**src/rtl/regfile_nw2r.sv**
```systemverilog
// -----------------------------------------------------------------------------
// regfile_nw2r
//   Parametrised register file: DEPTH = 2**ADDR_W registers of DATA_W bits.
//   One write port with address decode gated by write enable, two independent
//   read ports with registered (1-cycle) outputs and write-first forwarding,
//   and a multi-cycle hardware clear sequencer that zeroes every register.
//
// Ports
//   clk     : single clock, all state changes on the rising edge
//   reset   : synchronous, active-high reset; overrides everything
//   we      : write enable (ignored while the clear sequence runs)
//   wAddr   : write address
//   wData   : write data
//   rAddr0  : read port 0 address
//   rAddr1  : read port 1 address
//   rData0  : read port 0 data, registered
//   rData1  : read port 1 data, registered
//   clr     : start the clear sequence (sampled only when not busy)
//   busy    : high for exactly DEPTH cycles while the clear sequence runs
//
// Optional build macro
//   REGFILE_R0_ZERO_EN : register 0 is hardwired to zero; writes to address 0
//                        are discarded and every read of address 0 returns 0,
//                        including the forwarding path.
// -----------------------------------------------------------------------------
module regfile_nw2r #(
  parameter int DATA_W = 8,
  parameter int ADDR_W = 3
) (
  input  logic              clk,
  input  logic              reset,
  input  logic              we,
  input  logic [ADDR_W-1:0] wAddr,
  input  logic [DATA_W-1:0] wData,
  input  logic [ADDR_W-1:0] rAddr0,
  input  logic [ADDR_W-1:0] rAddr1,
  output logic [DATA_W-1:0] rData0,
  output logic [DATA_W-1:0] rData1,
  input  logic              clr,
  output logic              busy
);

  localparam int DEPTH = 1 << ADDR_W;
  localparam logic [ADDR_W-1:0] LAST_ADDR = ADDR_W'(DEPTH - 1);

  typedef enum logic {
    IDLE,
    CLEAR
  } state_t;

  state_t            state;
  logic [ADDR_W-1:0] clr_cnt;
  logic [DATA_W-1:0] regs [DEPTH];

  // Effective write for this cycle: the external port in IDLE, the clear
  // sweep (address = counter, data = 0) in CLEAR.
  logic              ew;
  logic [ADDR_W-1:0] ea;
  logic [DATA_W-1:0] ed;
  logic [DEPTH-1:0]  wsel;
  logic [DATA_W-1:0] rd0_next;
  logic [DATA_W-1:0] rd1_next;

  // NOTE: every combinational output gets a default at the top of the block so
  // no path leaves it unassigned; otherwise synthesis infers a latch.
  always_comb begin
    ew = we;
    ea = wAddr;
    ed = wData;
    if (state == CLEAR) begin
      ew = 1'b1;
      ea = clr_cnt;
      ed = '0;
    end
  end

  // One-hot write select: decode(ea) gated by ew.
  always_comb begin
    wsel = '0;
    if (ew) wsel[ea] = 1'b1;
`ifdef REGFILE_R0_ZERO_EN
    wsel[0] = 1'b0;
`endif
  end

  // Write-first read mux: a read of the address being written this cycle
  // returns the incoming data rather than the stale register contents.
  function automatic logic [DATA_W-1:0] read_mux(input logic [ADDR_W-1:0] ra);
    logic [DATA_W-1:0] val;
    val = (ew && (ea == ra)) ? ed : regs[ra];
`ifdef REGFILE_R0_ZERO_EN
    if (ra == '0) val = '0;
`endif
    return val;
  endfunction

  always_comb begin
    rd0_next = read_mux(rAddr0);
    rd1_next = read_mux(rAddr1);
  end

  // NOTE: sequential state uses non-blocking assignments only, so every
  // register samples the pre-edge values regardless of statement order.
  always_ff @(posedge clk) begin
    if (reset) begin
      // NOTE: the storage array is reset explicitly because the block's
      // contract is that every register reads 0 after reset; most memories
      // are left unreset and would not carry this loop.
      for (int i = 0; i < DEPTH; i++) regs[i] <= '0;
      rData0  <= '0;
      rData1  <= '0;
      busy    <= 1'b0;
      clr_cnt <= '0;
      state   <= IDLE;
    end else begin
      for (int i = 0; i < DEPTH; i++) begin
        if (wsel[i]) regs[i] <= ed;
      end
      rData0 <= rd0_next;
      rData1 <= rd1_next;

      case (state)
        IDLE: begin
          // A we in the same cycle as clr is still performed above; the sweep
          // then overwrites it.
          if (clr) begin
            state   <= CLEAR;
            busy    <= 1'b1;
            clr_cnt <= '0;
          end
        end
        CLEAR: begin
          // clr is not examined here, so it can neither restart nor extend
          // the sweep.
          if (clr_cnt == LAST_ADDR) begin
            state   <= IDLE;
            busy    <= 1'b0;
            clr_cnt <= '0;
          end else begin
            clr_cnt <= clr_cnt + ADDR_W'(1);
          end
        end
        default: begin
          state <= IDLE;
          busy  <= 1'b0;
        end
      endcase
    end
  end

endmodule

```
**config.mk**
```make
export PLATFORM = sky130hd
export DESIGN_NAME = regfile_nw2r
export DESIGN_NICKNAME = d
export VERILOG_FILES = /design/src/rtl/regfile_nw2r.sv
export SDC_FILE = /design/constraint.sdc
export NUM_CORES = 1
export LEC_CHECK = 0
export ABC_CLOCK_PERIOD_IN_PS = 2490
export BUFFER_PORTS_ARGS = -buffer_cell sky130_fd_sc_hd__buf_2
export CAP_MARGIN = 20
export CORE_MARGIN = 5
export CORE_UTILIZATION = 30
export CTS_CLUSTER_DIAMETER = 150
export CTS_CLUSTER_SIZE = 24
export DETAILED_ROUTE_END_ITERATION = 12
export GPL_TIMING_DRIVEN = 0
export SYNTH_ARGS = -nofsm -noshare
export SYNTH_HDL_FRONTEND = slang
export SYNTH_SLANG_ARGS = --single-unit
```
**constraint.sdc**
```tcl
create_clock -name clk -period 2.49 [get_ports clk]
set_clock_uncertainty 0.2 [all_clocks]
set_input_delay 0.1245 -clock clk [delete_from_list [all_inputs] [get_ports clk]]
set_output_delay 0.1245 -clock clk [all_outputs]
set_load 0.02 [all_outputs]
```
# Yosys cells after proc, flatten, opt, wreduce, memory -nomap -nowiden
# Memory sizes are Yosys's and may differ from the RTL's.
# Index checks and enable logic that the tools add are counted.
[word_totals]
n_memories = 1
ramBits = 64
output_inout_bits = 17
elab_cells = 78
reg_bits = 21
input_bits = 21
[classes]
n_mux = 51
addsub = 1
magnitude_cmp = 2
n_eq_ne = 5
bitwise_logic = 9
n_reduce_logical = 4
[mem_list]
columns = ["memory", "words", "width", "rd", "rd_clocked_by_memory_dff", "write_ports", "line", "rtl"]
rows = [
  ["regs", 8, 8, 2, 0, 8, "53", "logic [DATA_W-1:0] regs [DEPTH];"],
]
[op_table]
columns = ["cell", "n"]
rows = [
  ["$mux W8", 12],
  ["$mux W1", 32],
  ["$mux W3", 3],
  ["$or A1 B1 Y1", 8],
  ["$eq A3 B3 Y1", 2],
  ["$pmux W3 S2", 1],
  ["$lt A3 B4 Y1 const B", 1],
  ["$pmux W1 S2", 2],
  ["$add A3 B1 Y3 const B", 1],
  ["$demux W1 S3", 1],
  ["$eq A3 B3 Y1 const B", 1],
  ["$ge A3 B1 Y1 const B", 1],
  ["$logic_and A1 B1 Y1", 3],
  ["$ne A2 B1 Y1 const B", 1],
  ["$ne A2 B2 Y1 const B", 1],
  ["$reduce_and A2 Y1", 1],
  ["$not A1 Y1", 1],
]

# Depth between registers and ports, before layout
[depth]
depth_word = 10
ltp_mapped = 6
depth_no_buf = 6

# Least setup slack after synthesis
# Ideal clock, no wire load.
[synth_path]
kind = "reg-to-reg"
startpoint = "register state"
endpoint = "register rData1[0]"
setup_time_ns = 0.074
path_buffers = 1
required_ns = 2.216
path_slack_ns = 0.516
path_stages_with_launch = 6
arrival_time_ns = 1.700
period_less_slack_ns = 1.974
path_cell_list = "dfxtp_1 -> buf_6 -> nor2b_1 -> a22oi_1 -> a2111oi_4 -> mux2i_1"
[synth_between]
elab_chain_len = 4
word_cells_on_any_way = 6
classes_between = "1 x eq/ne; 4 x mux; 1 x reduce/logical"
[synth_rtl]
columns = ["element", "line", "rtl"]
rows = [
  ["start: declaration", "51", "state_t state;"],
  ["start signal: assignment", "114", "state <= IDLE;"],
  ["start signal: assignment", "127", "state <= CLEAR;"],
  ["start signal: assignment", "136", "state <= IDLE;"],
  ["$mux W3", "70", "if (state == CLEAR) begin"],
  ["$eq A3 B3 Y1", "90", "val = (ew && (ea == ra)) ? ed : regs[ra];"],
  ["$logic_and A1 B1 Y1", "90", ""],
  ["$mux W8 *", "90", ""],
  ["end signal: assignment", "120", "rData1 <= rd1_next;"],
  ["end: declaration", "38", "output logic [DATA_W-1:0] rData1,"],
]
# Every way passes the cells marked *; elsewhere a longest branch is shown, timed or not.
# A chain may end at the register's enable or synchronous reset.

==> results.yml <==
layout:
  fill_cells: 1427
  final_nets: 429
  fin_area_sq_um: 5080
  num_antenna_cells: 0
  final_cells: 595
  area_growth_pct: 16.2
  drive_gt1_share_pct: 16.5
clock_network:
  clk_latency_ns: 0.33
  cts_root_buf: "clkbuf_16"
  postCtsSetupRepairBufs: 0
  clock-sinks: 85
  cts_tree: "built"
  numCtsBuffers: 9
  clockBufferDepth: 2
  htree_levels: 3
  clk_pin_slew_ns: 0.07
die:
  die_y_um: 131
  die_w_um: 131
  rows: 44
  die_area_sq_um: 17100
  io_pins: 38
  core_sq_um: 14400
  start_util_pct: 30.3
logic_synthesis:
  synth.mux.area_fraction_pct: 14.2
  synthAdderAreaFrac_pct: 0.572
  synth_xor_area_share_pct: 1.20
  synth_top_flop_cell: "edfxtp_1"
  synth_top_area_share_pct: 44.0
  yosys.area_share.simple_pct: 18.4
  syn_inst: 360
  synth_top_cells_by_area: "edfxtp_1, dfxtp_1, nor2b_1"
  synth_top_family_by_area: "simple AND/OR/NAND/NOR gates"
  synth_cell_types: 35
  synth.avg_cell_area_sq_um: 12.1
  yosysMostFrequentCell: "edfxtp_1"
  ys_ff_latch: 85
  synth_area_leader_cell: "edfxtp_1"
  yosysWarnings: 0
  synth-seq-area-share_pct: 53.6
  synth_nets: 383
  synth_common_cells: "edfxtp_1, nor2_1, nor2b_1, dfxtp_1, mux2i_1"
  synth_edf_count: 64
  synth_compound_area_share_pct: 8.04
  synthesis.area_sq_um: 4370
  synthArstFlopShare_pct: 0
placed_design:
  gp_congestion: 0.830
  portBuffers: 33
  dpl.hpwl_um: 8080
  dpl-instance-area_sq_um: 4770
  place_inst: 577
global_routing:
  grt_pass1_vias: 3048
  overflow: 0
  grt_pass1_wl_um: 16900
  grt_util_all_layers_pct: 13.2
  grt_max_degree: 15
  antenna_found_initial: 0
critical_path:
  critical_path_class: "reg -> reg"
  endpoint_kind: "flip-flop"
  crit_path_max_fanout: 9
  arrival_ns: 2.12
  cp-start-kind: "flip-flop"
  r2r_cells: 5
  cp.required_ns: 2.27
sta:
  fmax_mhz: 427
  layout_min_cycle_time_ns: 2.34
  finalHoldViolCount: 0
  rsz0062_at_grt: "false"
  worstMarginPinSlew_ns: 0.952
  slew_violations: 0
  setup_viol: 0
  fin_tns_setup_ns: 0
  maxSlewHeadroom_pct: 36.5
  fin_crit_sh_pct: 94.2
routing:
  drt_iter0_drc: 256
  drt_pass1_iterations: 4
  wire_per_inst_um: 17.9
  vias: 2980
  wirelength_um: 10700
  final_antenna_net_count: 0
  avgViaCountPerCell: 5.01
  drc: 0
run_status:
  outcome: "finished, final reports clean"
pwr:
  ir_worst_vdd_mv: 0.361
  total_power_uw: 3470
  p_per_area_nw_per_um2: 683
  power.leakage_uw: 0.00189
hold_path:
  worstHoldPathType: "in -> reg"
  holdPathStages: 3
run:
  max_cap_viol_count: 0
-- power breakdown --
| part | internal (uW) | total (uW) | switching, uW |
|---|---|---|---|
| logic | 190 | 486 | 296 |
| clock network | 772 | 1310 | 539 |
| registers | 1630 | 1670 | 43.3 |
| total | 2590 | 3470 | 879 |
-- per-stage QoR --
step / util, % / hold WS (ns) / setup slack (ns)
2_1_floorplan: - / 0.0893 / 0.516
3_3_place_gp: 33.1 / 0.236 / 0.0434
6_report: 35.2 / 0.107 / 0.146
3_5_place_dp: 33.1 / 0.247 / 0.0253
4_1_cts: 35.2 / 0.108 / 0.0896
5_1_grt: 35.2 / 0.153 / 0.0125
-- per-layer routing --
layer	GRT usage [%]	wire [um]	up-vias
met1	17.5	4710	1453
met2	20.8	5150	86
met4	6.05	204	0
li1	-	-	1428
met5	0	0	-
met3	2.80	616	13
-- cells by family after synthesis --
family,count (synthesis)
buf+inv,35
mux,37
xor+xnor,6
compound gates,43
fa+ha+maj,2
flops,85
simple gates,152
-- cell usage in the layout, fill, tap and decap left out, drive strengths merged, types with 2 or more instances in the layout --
| cell type | instances |
|---|---|
| a2111oi | 15 |
| a211oi | 16 |
| a21o | 2 |
| a21oi | 5 |
| a22oi | 2 |
| and2b | 8 |
| and3 | 2 |
| buf | 41 |
| clkbuf | 24 |
| clkinv | 4 |
| dfxtp | 21 |
| dlygate4sd3 | 2 |
| edfxtp | 64 |
| ha | 2 |
| inv | 14 |
| mux2i | 21 |
| mux4 | 16 |
| nand2 | 17 |
| nand2b | 9 |
| nor2 | 57 |
| nor2b | 39 |
| nor3 | 2 |
| or4 | 16 |
| xnor2 | 6 |
-- flip-flops by register name, indices dropped and copies added, names as in the netlist --
signal / cells
rData0: 8
busy: 1
rData1: 8
regs: 64
clr_cnt: 3
state: 1
-- area by class of cell --
| class | count | area (sq um) | share of cell area [%] |
|---|---|---|---|
| plain buffers | 23 | 128 | 2.51 |
| clock buffers | 9 | 225 | 4.43 |
| clock inverters | 7 | 63.8 | 1.26 |
| inverters | 12 | 45.0 | 0.886 |
| multi-input cells | 240 | 1860 | 36.6 |
| flip-flops and latches | 85 | 2340 | 46.1 |
| well taps | 184 | 230 | 4.53 |
| repair buffers | 35 | 185 | 3.64 |
-- final timing paths --
| kind | from | end | slack (ns) |
|---|---|---|---|
| max | state$_SDFF_PP0_ | regs[0][4]$_SDFFCE_PN0P_ | 0.15 |
| min | wData[3] | rData0[3]$_SDFF_PP0_ | 0.11 |
| max reg2reg | state$_SDFF_PP0_ | regs[0][4]$_SDFFCE_PN0P_ | 0.15 |
| min reg2reg | busy$_SDFFE_PP0P_ | busy$_SDFFE_PP0P_ | 0.26 |
-- critical path, stage by stage, from the launching register on --
cell and delay [ns]:
dfxtp_1 0.31, buf_6 0.14, nor2b_1 0.29, o2bb2ai_1 0.25, nand2_1 0.34, nand2b_1 0.46
-- repair_timing --
item	4_1_cts	5_1_grt
hold endpoints to repair	6	0
endpoints found under the setup margin	0	21
hold buffers	2	0
resized for setup	0	2
(Power assumes the default switching activity.)
